===== src/rtl/mips_loader_pkg.sv =====
// mips_loader_pkg: loader FSM states and byte-stream framing constants
package mips_loader_pkg;
    typedef enum logic [2:0] {IDLE, HDR, WORD, FILL, DONE, ERR} state_t;
    localparam int BYTES_PER_WORD = 4;
    localparam int HDR_BYTES = 2;
endpackage


===== src/rtl/imem_stream_loader_if.sv =====
// imem_stream_loader_if: host byte link, valid/ready handshake
interface imem_stream_loader_if;
    logic [7:0] in_data;
    logic in_valid;
    logic in_ready;
    modport master (output in_data, in_valid, input in_ready);
    modport slave (input in_data, in_valid, output in_ready);
endinterface


===== src/rtl/stream_word_packer.sv =====
// stream_word_packer: assembles MSB-first bytes into words, flags the completing byte
module stream_word_packer
    import mips_loader_pkg::*;
(
    input  logic clk,
    input  logic rst,
    input  logic clr,
    input  logic take,
    input  logic [7:0] data,
    output logic word_valid,
    output logic [8*BYTES_PER_WORD-1:0] word
);
    localparam int CW = $clog2(BYTES_PER_WORD);
    logic [8*(BYTES_PER_WORD-1)-1:0] sr;
    logic [CW-1:0] cnt;
    assign word_valid = take && cnt == CW'(BYTES_PER_WORD - 1);
    assign word = {sr, data};
    // Shift accepted bytes in; a completed word wraps the counter, idle cycles keep partial bytes
    always_ff @(posedge clk or negedge rst)
        if (!rst) begin
            sr <= '0;
            cnt <= '0;
        end else if (clr) begin
            sr <= '0;
            cnt <= '0;
        end else if (take) begin
            sr <= word[$bits(sr)-1:0];
            cnt <= cnt + CW'(1);
        end
endmodule


===== src/rtl/imem_stream_loader.sv =====
// imem_stream_loader: streams a program into instruction memory, zero-fills the tail, releases the core
module imem_stream_loader
    import mips_loader_pkg::*;
#(
    parameter int DEPTH = 256,
    parameter int ADDR_W = 8,
    parameter int DATA_W = 32
) (
    input  logic clk,
    input  logic rst,
    input  logic start,
    imem_stream_loader_if.slave link,
    output logic imem_we,
    output logic [ADDR_W-1:0] imem_addr,
    output logic [DATA_W-1:0] imem_wdata,
    output logic core_rst,
    output logic busy,
    output logic done,
    output logic err,
    output logic [ADDR_W:0] words_loaded
);
    localparam logic [ADDR_W:0] DEPTH_A = (ADDR_W+1)'(DEPTH);
    localparam logic [15:0] DEPTH_H = 16'(DEPTH);
    state_t state, state_n;
    logic rdy, rdy_n, hb, hb_n, we_n, core_rst_n, busy_n, done_n, err_n;
    logic [7:0] hi, hi_n;
    logic [15:0] hdr;
    logic [ADDR_W:0] cnt, cnt_n, nwords, nwords_n, wl_n;
    logic [ADDR_W-1:0] addr_n;
    logic [DATA_W-1:0] wdata_n;
    logic take, clr, word_valid;
    logic [31:0] word;
    assign link.in_ready = rdy;
    assign take = link.in_valid && rdy;
    assign hdr = {hi, link.in_data};
    assign clr = start && (state == IDLE || state == DONE || state == ERR);
    stream_word_packer packer (
        .clk(clk),
        .rst(rst),
        .clr(clr),
        .take(take && state == WORD),
        .data(link.in_data),
        .word_valid(word_valid),
        .word(word)
    );
    // Next state and next registered outputs; one counter serves as word index then fill address
    always_comb begin
        state_n = state;
        cnt_n = cnt;
        nwords_n = nwords;
        hi_n = hi;
        hb_n = hb;
        we_n = 1'b0;
        addr_n = imem_addr;
        wdata_n = imem_wdata;
        core_rst_n = core_rst;
        busy_n = busy;
        done_n = done;
        err_n = err;
        wl_n = words_loaded;
        case (state)
            IDLE: if (start) begin
                state_n = HDR;
                busy_n = 1'b1;
            end
            HDR: if (take) begin
                hb_n = !hb;
                hi_n = link.in_data;
                if (hb) begin
                    cnt_n = '0;
                    nwords_n = hdr[ADDR_W:0];
                    err_n = hdr > DEPTH_H;
                    busy_n = !(hdr > DEPTH_H);
                    state_n = hdr > DEPTH_H ? ERR : hdr == 16'd0 ? FILL : WORD;
                end
            end
            WORD: if (word_valid) begin
                we_n = 1'b1;
                addr_n = cnt[ADDR_W-1:0];
                wdata_n = word;
                cnt_n = cnt + (ADDR_W+1)'(1);
                wl_n = words_loaded + (ADDR_W+1)'(1);
                state_n = cnt_n == nwords ? FILL : WORD;
            end
            FILL: if (cnt < DEPTH_A) begin
                we_n = 1'b1;
                addr_n = cnt[ADDR_W-1:0];
                wdata_n = '0;
                cnt_n = cnt + (ADDR_W+1)'(1);
            end else begin
                state_n = DONE;
                busy_n = 1'b0;
                done_n = 1'b1;
                core_rst_n = 1'b1;
            end
            DONE, ERR: if (start) begin
                state_n = HDR;
                hb_n = 1'b0;
                busy_n = 1'b1;
                core_rst_n = 1'b0;
                done_n = 1'b0;
                err_n = 1'b0;
                wl_n = '0;
            end
            default: state_n = IDLE;
        endcase
        rdy_n = state_n == HDR || state_n == WORD || state_n == ERR;
    end
    // Register state and every output so the memory and core see glitch-free signals
    always_ff @(posedge clk or negedge rst)
        if (!rst) begin
            state <= IDLE;
            rdy <= 1'b0;
            hb <= 1'b0;
            hi <= '0;
            cnt <= '0;
            nwords <= '0;
            imem_we <= 1'b0;
            imem_addr <= '0;
            imem_wdata <= '0;
            core_rst <= 1'b0;
            busy <= 1'b0;
            done <= 1'b0;
            err <= 1'b0;
            words_loaded <= '0;
        end else begin
            state <= state_n;
            rdy <= rdy_n;
            hb <= hb_n;
            hi <= hi_n;
            cnt <= cnt_n;
            nwords <= nwords_n;
            imem_we <= we_n;
            imem_addr <= addr_n;
            imem_wdata <= wdata_n;
            core_rst <= core_rst_n;
            busy <= busy_n;
            done <= done_n;
            err <= err_n;
            words_loaded <= wl_n;
        end
endmodule


===== src/flat_wrapper.sv =====
// flat-port wrapper written by rule: the top's interface ports become plain ports
module imem_stream_loader_flat import mips_loader_pkg::*;
#(
    parameter int DEPTH = 256,
    parameter int ADDR_W = 8,
    parameter int DATA_W = 32
)
  (clk, rst, start, imem_we, imem_addr, imem_wdata, core_rst, busy, done, err, words_loaded, link_in_data, link_in_valid, link_in_ready);
  imem_stream_loader_if link_i ();
  input  logic clk;
  input  logic rst;
  input  logic start;
  output logic imem_we;
  output logic [ADDR_W-1:0] imem_addr;
  output logic [DATA_W-1:0] imem_wdata;
  output logic core_rst;
  output logic busy;
  output logic done;
  output logic err;
  output logic [ADDR_W:0] words_loaded;
  input wire logic [$bits(link_i.in_data)-1:0] link_in_data;
  input wire logic [$bits(link_i.in_valid)-1:0] link_in_valid;
  output wire logic [$bits(link_i.in_ready)-1:0] link_in_ready;
  assign link_i.in_data = link_in_data;
  assign link_i.in_valid = link_in_valid;
  assign link_in_ready = link_i.in_ready;
  imem_stream_loader #(.DEPTH(DEPTH), .ADDR_W(ADDR_W), .DATA_W(DATA_W)) u_core (.clk(clk), .rst(rst), .start(start), .link(link_i), .imem_we(imem_we), .imem_addr(imem_addr), .imem_wdata(imem_wdata), .core_rst(core_rst), .busy(busy), .done(done), .err(err), .words_loaded(words_loaded));
endmodule

===== config.mk =====
export PLATFORM = sky130hd
export DESIGN_NAME = imem_stream_loader_flat
export DESIGN_NICKNAME = d
export VERILOG_FILES = /design/src/rtl/mips_loader_pkg.sv /design/src/rtl/imem_stream_loader_if.sv /design/src/rtl/stream_word_packer.sv /design/src/rtl/imem_stream_loader.sv /design/src/flat_wrapper.sv
export SDC_FILE = /design/constraint.sdc
export NUM_CORES = 1
export LEC_CHECK = 0
export ABC_AREA = 1
export ABC_CLOCK_PERIOD_IN_PS = 3500
export CAP_MARGIN = 15
export CELL_PAD_IN_SITES_DETAIL_PLACEMENT = 0
export CELL_PAD_IN_SITES_GLOBAL_PLACEMENT = 2
export CORE_MARGIN = 2
export CORE_UTILIZATION = 36
export DETAILED_ROUTE_END_ITERATION = 8
export PLACE_DENSITY = 0.95
export RECOVER_POWER = 100
export SLEW_MARGIN = 20
export SYNTH_ARGS = -nofsm -noshare
export SYNTH_HDL_FRONTEND = slang
export SYNTH_SLANG_ARGS = --single-unit

===== constraint.sdc =====
create_clock -name clk -period 3.5 [get_ports clk]
set_input_delay 0.7 -clock clk [delete_from_list [all_inputs] [get_ports clk]]
set_output_delay 0.7 -clock clk [all_outputs]
set_load 0.01 [all_outputs]

==> metrics.yaml <==
setup_path:
  crit_type: "primary input to flip-flop"
  r2r-end: "u_core.imem_wdata[16]"
  cp_top_family: "buffers and inverters"
  end_kind: "flip-flop"
  worstPathRequired_ns: 3.75
  crit_chain: "dlygate4sd3_1 -> nand2_1 -> inv_1 -> nand3_1 -> nor2_4 -> inv_1 -> nand2_1 -> inv_2 -> buf_12 -> o31ai_1"
  reg2regPathDepth: 8
  arrival_ns: 3.05
  cp_max_fo: 52
  r2r_slack_ns: 1.13
  rr_startpoint: "u_core.state[2]"
  critPathBufInv: 5
  setup.worst_path.start_class: "primary input"
  cp_slowest_cell: "dlygate4sd3_1"
  slowest_delay_ns: 0.53
clock_tree:
  htreeDepth: 3
  cts_hold_buf: 0
  cts.path.max_buffers: 2
  cts_buffers: 9
  postCtsSetupBuffers: 0
  cts_root_buf: "clkbuf_16"
  cts.clk_slew.worst_paths_ns: 0.07
  cts_tree: "built"
  cts_resized: 0
  clk_latency_ns: 0.35
  cts_sinks: 110
place:
  gp_congestion: 0.847
  portBuffers: 66
  hpwl_um: 8420
route:
  firstDrtPassIters: 5
  vias_per_cell: 4.89
  wl_per_cell_um: 14.8
  vias: 3885
  drtIter0Drc: 219
  wl_um: 11800
  ant_nets: 0
  drc: 0
timing:
  maxSlewHeadroom_pct: -59.8
  finalMaxSlewViolations: 42
  finalSetupViolCount: 0
  hold_ws_ns: 0.482
  worstMarginPinSlew_ns: 2.40
  clock_skew_ns: 0.00691
  fmax_mhz: 358
  min_period_ns: 2.79
  finalHoldViolCount: 0
  final.setup.tns_ns: 0
  rsz0062_at_grt: "false"
  period_share_pct: 79.8
synth:
  async_reset_ff_share_pct: 100
  synth_area_um2: 4890
  avgSynthCellArea_um2: 8.87
  syn-num-nets: 566
  synth_warnings: 0
  seq_area_frac_synth_pct: 56.3
  ys.flop_type: "dfrtp_1"
  synth_cells: 551
  synth_top_area_share_pct: 56.3
  synth_edf_count: 0
  synthDistinctLibCells: 34
  synth_top_cell_by_area: "dfrtp_1"
  yosys_register_bits: 110
  synthTopCellsByArea: "dfrtp_1, nand2_1, inv_1"
floorplanning:
  die_y_um: 121
  ios: 67
  core_area_um2: 13200
  design.die.area_um2: 14500
  num_rows: 42
  start_util_pct: 36.9
  die_width_um: 121
global_route:
  grt_pass1_vias: 3878
  grt_usage_pct: 17.4
  antenna_found_initial: 0
  gr-total-overflow: 0
  grt_pass1_wl_um: 20000
  grt_max_degree: 70
job:
  drv_cap: 1
pwr:
  irDropWorstVdd_mv: 0.345
  power.density_nw_per_um2: 711
  p_leak_nw: 2.82
layout:
  syn_to_final_growth_pct: 22.1
  fin_util_pct: 45.1
  layout.nets: 629
  diodes: 0
  layout-drive-gt1-share_pct: 5.01
hold_path:
  hold_depth: 2
  holdCritStartpoint: "u_core.imem_addr[2]"
  hold-path-endpoint: "u_core.imem_addr[2]"
  hold_path.class: "flip-flop to flip-flop"
status:
  outcome: "complete, but fails checks"
  violations: "capacitance limit, slew limit"
## Yosys cell counts, types with 4 or more instances
library cell,instances
buf_2,6
nand3_1,46
clkbuf_1,8
nand2_1,136
inv_2,6
o22ai_1,22
dfrtp_1,110
o21ai_0,47
o31ai_1,27
nor2_4,4
a21oi_1,5
inv_1,72
nor2_1,27
## power by group
part	internal, mW	switching [mW]	total (mW)
clock network	0.507	0.473	0.979
logic	0.616	0.824	1.44
registers	1.62	0.207	1.82
## layout make-up
| class | instances | area, um2 |
|---|---|---|
| clock inverter | 6 | 43.8 |
| tap | 176 | 220 |
| inverter | 79 | 297 |
| timing repair buffer | 71 | 717 |
| fill | 1343 | 7270 |
| sequential | 110 | 2750 |
| clock buffer | 10 | 239 |
| multi-input combinational | 343 | 1700 |
## cell families after synthesis
| group | Yosys count | synth area share, % |
|---|---|---|
| and+or+nand+nor | 228 | 20.4 |
| DFF | 110 | 56.3 |
| AOI/OAI and AO/OA | 108 | 13.5 |
| buffers and inverters | 98 | 8.29 |
| xor gates and xnor gates | 4 | 0.717 |
| adders and majority gates | 3 | 0.768 |
## per-stage QoR
step | area, um2 | worst slack, ns | cells | power, mW
after floorplan | 4890 | 1.69 | 551 | 2.70
after global placement | 5720 | 0.731 | 779 | 3.37
after detailed placement | 5720 | 0.670 | 779 | 3.41
after CTS | 6000 | 1.05 | 795 | 4.41
after global routing | 5970 | 0.460 | 795 | 4.56
final | 5970 | 0.705 | 795 | 4.24
## per-layer routing
layer	GRT usage (%)	routed length [um]
met1	25.4	5660
met2	26.0	5420
met3	3.30	516
met4	5.89	211
met5	0	0
## how the worst max path moves through the flow
stage / startpoint / endpoint / slack, ns / depth (start not counted)
6_report: link_in_valid / u_core.imem_wdata[16] / 0.71 / 10
5_1_grt: link_in_valid / u_core.imem_wdata[7] / 0.46 / 10
4_1_cts: link_in_valid / u_core.imem_wdata[10] / 1.05 / 10
3_5_place_dp: link_in_valid / u_core.imem_wdata[16] / 0.67 / 10
3_3_place_gp: link_in_valid / u_core.link.in_ready / 0.73 / 10
2_1_floorplan: link_in_valid / u_core.imem_wdata[0] / 1.69 / 11
## flip-flops by register name, summed over array words and instances (netlist names)
| register | count |
|---|---|
| u_core.hi | 8 |
| u_core.state | 3 |
| u_core.packer.cnt | 2 |
| u_core.link.in_ready | 1 |
| u_core.packer.sr | 24 |
| u_core.words_loaded | 9 |
| u_core.cnt | 9 |
| u_core.nwords | 9 |
| u_core.imem_wdata | 32 |
| u_core.hb | 1 |
| u_core.busy | 1 |
| u_core.imem_addr | 8 |
| u_core.err | 1 |
| u_core.core_rst | 1 |
| u_core.imem_we | 1 |
## cells in the final DEF (no fill, tap or decap), types with 2 or more instances in the layout
cell type and instances:
a21oi_1 6, buf_12 2, buf_4 3, clkbuf_16 9, clkdlybuf4s50_1 7, clkinv_2 2, dfrtp_1 110, dlygate4sd3_1 58
ha_1 3, inv_1 74, inv_2 4, inv_6 2, nand2_1 137, nand3_1 47, nand3b_1 2, nand4_1 3
nor2_1 28, nor2_4 4, nor3_1 4, o21ai_0 47, o21bai_1 3, o22ai_1 22, o31ai_1 27, xnor2_1 3
## worst min-delay path, cell delays in order (launching register included)
cell	delay, ns
dfrtp_1	0.34
nand2_1	0.05
o21ai_0	0.06
(Power assumes the default switching activity.)
